### config.mk
export PLATFORM = sky130hd
export DESIGN_NAME = tug_of_war_ctrl
export DESIGN_NICKNAME = d
export VERILOG_FILES = /design/src/rtl/tug_of_war_ctrl.sv
export SDC_FILE = /design/constraint.sdc
export NUM_CORES = 1
export LEC_CHECK = 0
export CORE_MARGIN = 5
export CORE_UTILIZATION = 40
export CTS_CLUSTER_DIAMETER = 60
export DETAILED_ROUTE_END_ITERATION = 10
export PLACE_DENSITY = 0.59
export SYNTH_ARGS = -nofsm -noshare
export SYNTH_HDL_FRONTEND = slang
export SYNTH_SLANG_ARGS = --single-unit
### constraint.sdc
create_clock -name clk -period 3.7 [get_ports clk]
set_input_delay 0.925 -clock clk [delete_from_list [all_inputs] [get_ports clk]]
set_output_delay 0.925 -clock clk [all_outputs]
set_load 0.1 [all_outputs]
### src/rtl/tug_of_war_ctrl.sv
// Tug of War round/score controller: arbitrates press pulses, walks a one-hot
// rope light, detects round wins, holds off between rounds and ends the match.
module tug_of_war_ctrl #(
  parameter int unsigned NUM_LEDS = 9,
  parameter int unsigned SCORE_W  = 3,
  parameter int unsigned HOLDOFF  = 4
) (
  input  logic                clk,
  input  logic                reset,
  input  logic                L_press,
  input  logic                R_press,
  output logic [NUM_LEDS-1:0] leds,
  output logic [1:0]          winner,
  output logic [SCORE_W-1:0]  score_L,
  output logic [SCORE_W-1:0]  score_R,
  output logic                game_over
);

  localparam int unsigned PosW = $clog2(NUM_LEDS);
  localparam int unsigned CntW = (HOLDOFF > 1) ? $clog2(HOLDOFF) : 1;

  localparam logic [PosW-1:0]    Centre   = PosW'(NUM_LEDS / 2);
  localparam logic [PosW-1:0]    LeftEnd  = PosW'(NUM_LEDS - 1);
  localparam logic [CntW-1:0]    HoldLast = CntW'(HOLDOFF - 1);
  localparam logic [SCORE_W-1:0] MaxScore = '1;
  localparam logic [SCORE_W-1:0] Penult   = MaxScore - 1'b1;

  typedef enum logic [1:0] {StPlay, StWinHold, StOver} state_e;

  state_e              state_q;
  logic [PosW-1:0]     pos_q;
  logic [CntW-1:0]     cnt_q;
  logic [NUM_LEDS-1:0] leds_q;
  logic [1:0]          winner_q;
  logic [SCORE_W-1:0]  score_l_q;
  logic [SCORE_W-1:0]  score_r_q;
  logic                over_q;

  // Simultaneous presses cancel each other.
  logic move_l, move_r;
  assign move_l = L_press & ~R_press;
  assign move_r = R_press & ~L_press;

  function automatic logic [NUM_LEDS-1:0] onehot(input logic [PosW-1:0] p);
    logic [NUM_LEDS-1:0] v;
    v    = '0;
    v[p] = 1'b1;
    return v;
  endfunction

  always_ff @(posedge clk) begin
    if (reset) begin
      state_q   <= StPlay;
      pos_q     <= Centre;
      cnt_q     <= '0;
      leds_q    <= onehot(Centre);
      winner_q  <= 2'b00;
      score_l_q <= '0;
      score_r_q <= '0;
      over_q    <= 1'b0;
    end else begin
      unique case (state_q)
        StPlay: begin
          if (move_l) begin
            if (pos_q == LeftEnd) begin
              winner_q  <= 2'b10;
              score_l_q <= score_l_q + 1'b1;
              leds_q    <= '0;
              cnt_q     <= '0;
              over_q    <= (score_l_q == Penult);
              state_q   <= (score_l_q == Penult) ? StOver : StWinHold;
            end else begin
              pos_q  <= pos_q + 1'b1;
              leds_q <= onehot(pos_q + 1'b1);
            end
          end else if (move_r) begin
            if (pos_q == '0) begin
              winner_q  <= 2'b01;
              score_r_q <= score_r_q + 1'b1;
              leds_q    <= '0;
              cnt_q     <= '0;
              over_q    <= (score_r_q == Penult);
              state_q   <= (score_r_q == Penult) ? StOver : StWinHold;
            end else begin
              pos_q  <= pos_q - 1'b1;
              leds_q <= onehot(pos_q - 1'b1);
            end
          end
        end
        StWinHold: begin
          if (cnt_q == HoldLast) begin
            state_q  <= StPlay;
            pos_q    <= Centre;
            leds_q   <= onehot(Centre);
            winner_q <= 2'b00;
            cnt_q    <= '0;
          end else begin
            cnt_q <= cnt_q + 1'b1;
          end
        end
        StOver: begin
          // Frozen until reset.
          leds_q <= '0;
          over_q <= 1'b1;
        end
        default: state_q <= StPlay;
      endcase
    end
  end

  assign leds      = leds_q;
  assign winner    = winner_q;
  assign score_L   = score_l_q;
  assign score_R   = score_r_q;
  assign game_over = over_q;

endmodule

==> run metrics, run 1 <==
outcome finished, final reports clean; Boundary Pins 22; hold crit path type flop to flop; unrepaired setup endpoints after global routing false; Pleak 0.7513 nW; setup TNS 0 ns; biggest area consumer among synthesized cells dfxtp_1; fin area 0.001962 mm²; critical path startpoint category input pin; dpl cell area 0.001891 mm²; CP Class input pin to flop; DIE AREA 0.005518 mm²; DRT iter0 DRCs 90; layout cells sized above 1 4.091%; Core ar. 0.004000 mm²; Yosys Warn Count 0; Ant. Diodes 0; CTS Root Buffer Type clkbuf_8; CTS tree built; max_slew headroom 33.60%; synth unique cells 44; Die Ht 74.28 µm; final WL 3852 µm; Worst-Margin Slew 0.9928 ns; wire length per cell 14.27 µm; FF+latch count, synth 26; fin crit share 77.67%; count of final hold-check violations 0; worst-path fanout max 7; Max Buffers Root-to-Sink 2; GPL Wtd Cong 0.8281; Clock Latency Late Sink 0.27 ns; post-synth net total 226; first-pass GRT wire length 6582 µm; pin count of the biggest net entering global routing 27; post-route ant nets 0; Worst-path clk slew 0.10 ns; vias post-DR 1494; Rows 23; Layout Nets 242; die width 74.28 µm; vias per inst 5.533; Slew Viols, Final 0; # port buffers 21; initial antenna violation count 0; Post-synth EDFFs 0; register area share after synthesis 31.49%; Peak VDD IR 0.2874 mV; total CTS buffers 3; PD cells 620.3 mW/mm²; Hold WS 0.4582 ns; Setup crit end kind flop; FMAX 0.3480 GHz; Finished Core Util 49.05%; Max-Cap Viols 0; crit path DAT 3.08 ns; setup bufs post-CTS 0; post_cts resized 0; post-synth top area share 31.49%; Reg2Reg Depth 7; Pre-Repair DR Iteration Count 4; H-tree depth 1; Clock Skews 0.007124 ns; gr ovfl total 0; final setup fails 0; Post-synth ARST share 0%; hold-fix buffers at CTS 0; residual DRC count 0; crit path time final 2.874 ns; Area Growth Syn to Fin 18.70%; Mapped Area 0.001653 mm²; most frequent cells in the layout nor2_1 (27), dfxtp_1 (26), clkdlybuf4s50_1 (20), ha_1 (17), nand2_1 (15); commonest non-fill, non-tap cell in the layout nor2_1; Mapped Cells 205; vias in the first global route 1384; WHS Path Cells 2; Sink Count 26; initial core utilization 41.32%; critical path required time 3.91 ns; Tot GR Track Use 15.11%; synthesized area per cell 8.063 µm²; Synth Flop Type dfxtp_1; hpwl dp 2873 µm; reg2reg setup slack 1.20 ns; top cells by area, synth dfxtp_1 (31%), ha_1 (13%), nor2_1 (6.1%), a21oi_1 (3.9%), nand2_1 (3.4%)
==> cell type report <==
class	instances	area, µm²
Clock buffer	3	41.29
Clock inverter	1	30.03
Fill cell	379	2038
Inverter	11	41.29
Multi-Input combinational cell	155	1036
Sequential cell	26	520.5
Tap cell	50	62.56
Timing Repair Buffer	24	230.2
==> per-stage QoR <==
stage / cells / power [mW] / setup slack [ns]
after floorplan: 205 / 0.8535 / 1.106
after global routing: 270 / 1.301 / 0.6973
after detailed placement: 266 / 0.9830 / 0.5511
final: 270 / 1.217 / 0.8261
after global placement: 266 / 0.9792 / 0.6141
after CTS: 270 / 1.223 / 0.8356
==> worst max-delay path, cell delays in order <==
cell and delay (ns):
clkdlybuf4s50_1 0.49, inv_1 0.05, ha_1 0.32, nand2_1 0.09, nand2_1 0.11, or3b_1 0.48, or4_1 0.49, a21oi_1 0.13
==> path summary, 6_finish.rpt <==
kind,from,end
worst max-delay path,L_press,pos_q[3]
worst min-delay path,leds[0],leds[0]
worst max register to register,pos_q[0],pos_q[3]
worst min register to register,leds[0],leds[0]
==> Yosys cell counts, types with 5 or more instances <==
library cell  instances
nand2b_1              6
nor2_1               27
xnor2_1               5
a21oi_1              13
nand2_1              15
ha_1                 17
o21ai_0               6
dfxtp_1              26
clkbuf_1             10
inv_1                11
==> routing by layer <==
metal | up-vias | global-route usage [%] | routed length [µm]
met1 | 709 | 19.85 | 1779
met5 | - | 0 | 0
met2 | 28 | 25.20 | 1872
met4 | 0 | 4.348 | 49
li1 | 751 | - | -
met3 | 6 | 2.973 | 151
==> cells by family (layout without fill, tap and decap cells) <==
group | after synthesis | after routing | synth area share (%)
and+or+nand+nor | 78 | 78 | 23.62
adders and majority gates | 17 | 17 | 12.87
AOI/OAI and AO/OA | 49 | 49 | 20.06
muxes | 3 | 3 | 1.893
DFF | 26 | 26 | 31.49
xor gates and xnor gates | 8 | 8 | 4.239
buffers and inverters | 24 | 39 | 5.829
==> flip-flops by register name, indices dropped and copies added (netlist names) <==
signal / cells
game_over: 1
state_q: 2
score_L: 3
score_R: 3
pos_q: 4
cnt_q: 2
winner: 2
leds: 9
==> report_power, final <==
part           leakage, nW  internal, mW  switching (mW)
combinational        0.504         0.197           0.399
clock               0.0357         0.145          0.0925
sequential           0.211         0.320          0.0638
total                0.751         0.662           0.555
(Power assumes the default switching activity.)
==> run 2: changes to the inputs <==
- PLACE_DENSITY: 0.59 -> 0.61
- clock period: 3.7 -> 2.58 ns (I/O delays scaled with it)
==> run 2 against run 1 <==
  * Combinational power up 60%
  * First-iteration DRC count is 2.2% higher
  * Clock power grew 45%
  * Power grew 49%
  * Cell count is 5.2% higher
==> run metrics, run 2 (same netlist as run 1, synthesis figures left out) <==
outcome finished, final reports clean; final WL 3725 µm; Buf/Inv on CP 2; reg-to-reg startpoint state_q[0]; Tot GR Track Use 14.30%; register area 520.5 µm²; count of final hold-check violations 0; CP top delay family simple AND/OR/NAND/NOR gates; Sink Count 26; Worst-path clk slew 0.09 ns; unrepaired setup endpoints after global routing false; Core ar. 0.004000 mm²; setup bufs post-CTS 0; most frequent cells in the layout buf_4 (35), nor2_1 (27), dfxtp_1 (26), ha_1 (17), nand2_1 (15); CP Class input pin to flop; worst-path fanout max 4; total CTS buffers 3; fin crit share 95.44%; vias in the first global route 1355; gr ovfl total 0; GPL Wtd Cong 0.8126; DRT iter0 DRCs 92; Peak VDD IR 0.4710 mV; first-pass GRT wire length 6244 µm; Hold WS 0.4630 ns; CTS Root Buffer Type clkbuf_8; Pwr Total 1.816 mW; max_slew headroom 66.26%; Finished Core Util 50.61%; PD cells 897.3 mW/mm²; Layout Nets 256; crit path to pos_q[3]; worst reg2reg endpoint pos_q[3]; setup ws final 0.1176 ns; max reg flops 9; CTS tree built; # port buffers 21; critical path, cell by cell clkdlybuf4s50_1, inv_1, ha_1, xnor2_1, nand3_1, or3b_1, or4_1, a21oi_1; worst setup path start R_press; DIE AREA 0.005518 mm²; FMAX 0.4061 GHz; CP max stage delay 0.49 ns; commonest non-fill, non-tap cell in the layout buf_4; Die Ht 74.28 µm; crit path time final 2.462 ns; critical path startpoint category input pin; Clock Latency Late Sink 0.28 ns; residual DRC count 0; H-tree depth 1; Boundary Pins 22; Stages on worst setup path 8; post_cts resized 0; Max-Cap Viols 0; vias post-DR 1484; hold crit path type flop to flop; hold-fix buffers at CTS 0; wire length per cell 13.12 µm; area of the multi-input gates 0.001036 mm²; pin count of the biggest net entering global routing 20; Pleak 0.8532 nW; Rows 23; Pre-Repair DR Iteration Count 4; initial core utilization 41.32%; Reg2Reg Depth 7; Fill cells 397; post-route ant nets 0; hpwl dp 2829 µm; Setup WS pre-CTS -0.1549 ns; Worst-Margin Slew 0.5054 ns; Slew Viols, Final 0; crit path DAT 2.67 ns; Setup crit end kind flop; die width 74.28 µm; vias per inst 5.225; critical path required time 2.79 ns; Slowest-stage cell, CP clkdlybuf4s50_1; Clock Skews 0.001460 ns; Max Buffers Root-to-Sink 2; Ant. Diodes 0; final setup fails 0; Area Growth Syn to Fin 22.48%; WHS Path Cells 2; initial antenna violation count 0; layout cells sized above 1 17.09%; reg2reg setup slack 0.46 ns
run 2: worst min-delay path by stage:
stage | startpoint | end | slack [ns]
after floorplan | cnt_q[1] | cnt_q[1] | 0.45
after CTS | leds[0] | leds[0] | 0.47
after global routing | leds[0] | leds[0] | 0.48
after global placement | leds[0] | leds[0] | 0.45
after detailed placement | leds[0] | leds[0] | 0.45
final | leds[0] | leds[0] | 0.46
run 2: metrics by stage:
stage / instance area [µm²] / cells / TNS, ns
global placement: 1953 / 280 / -0.09738
detailed placement: 1953 / 280 / -0.2368
CTS: 2024 / 284 / 0
global route: 2024 / 284 / 0
floorplan: 1653 / 205 / 0
finish: 2024 / 284 / 0
run 2: layout make-up:
type                       count  share of cell area [%]
inverter                      11                   2.040
clock buffer                   3                   2.040
timing repair buffer          38                   14.46
clock inverter                 1                   1.483
sequential                    26                   25.71
multi-input combinational    155                   51.17
tap                           50                   3.090
run 2: layer usage:
layer	global-route usage, %	up-vias	share of wire, %
li1	-	781	-
met1	18.72	661	50
met2	22.44	30	43
met3	4.189	12	4.5
met4	5.138	0	2.5
met5	0	-	0
run 2: worst min-delay path, cell delays in order (launching register included):
cell and delay (ns):
dfxtp_1 0.32, nand2_1 0.05, a21oi_1 0.05
run 2: power breakdown:
| part | switching, mW | internal, mW |
|---|---|---|
| Sequential | 0.0586 | 0.459 |
| Combinational | 0.614 | 0.341 |
| Clock | 0.136 | 0.208 |
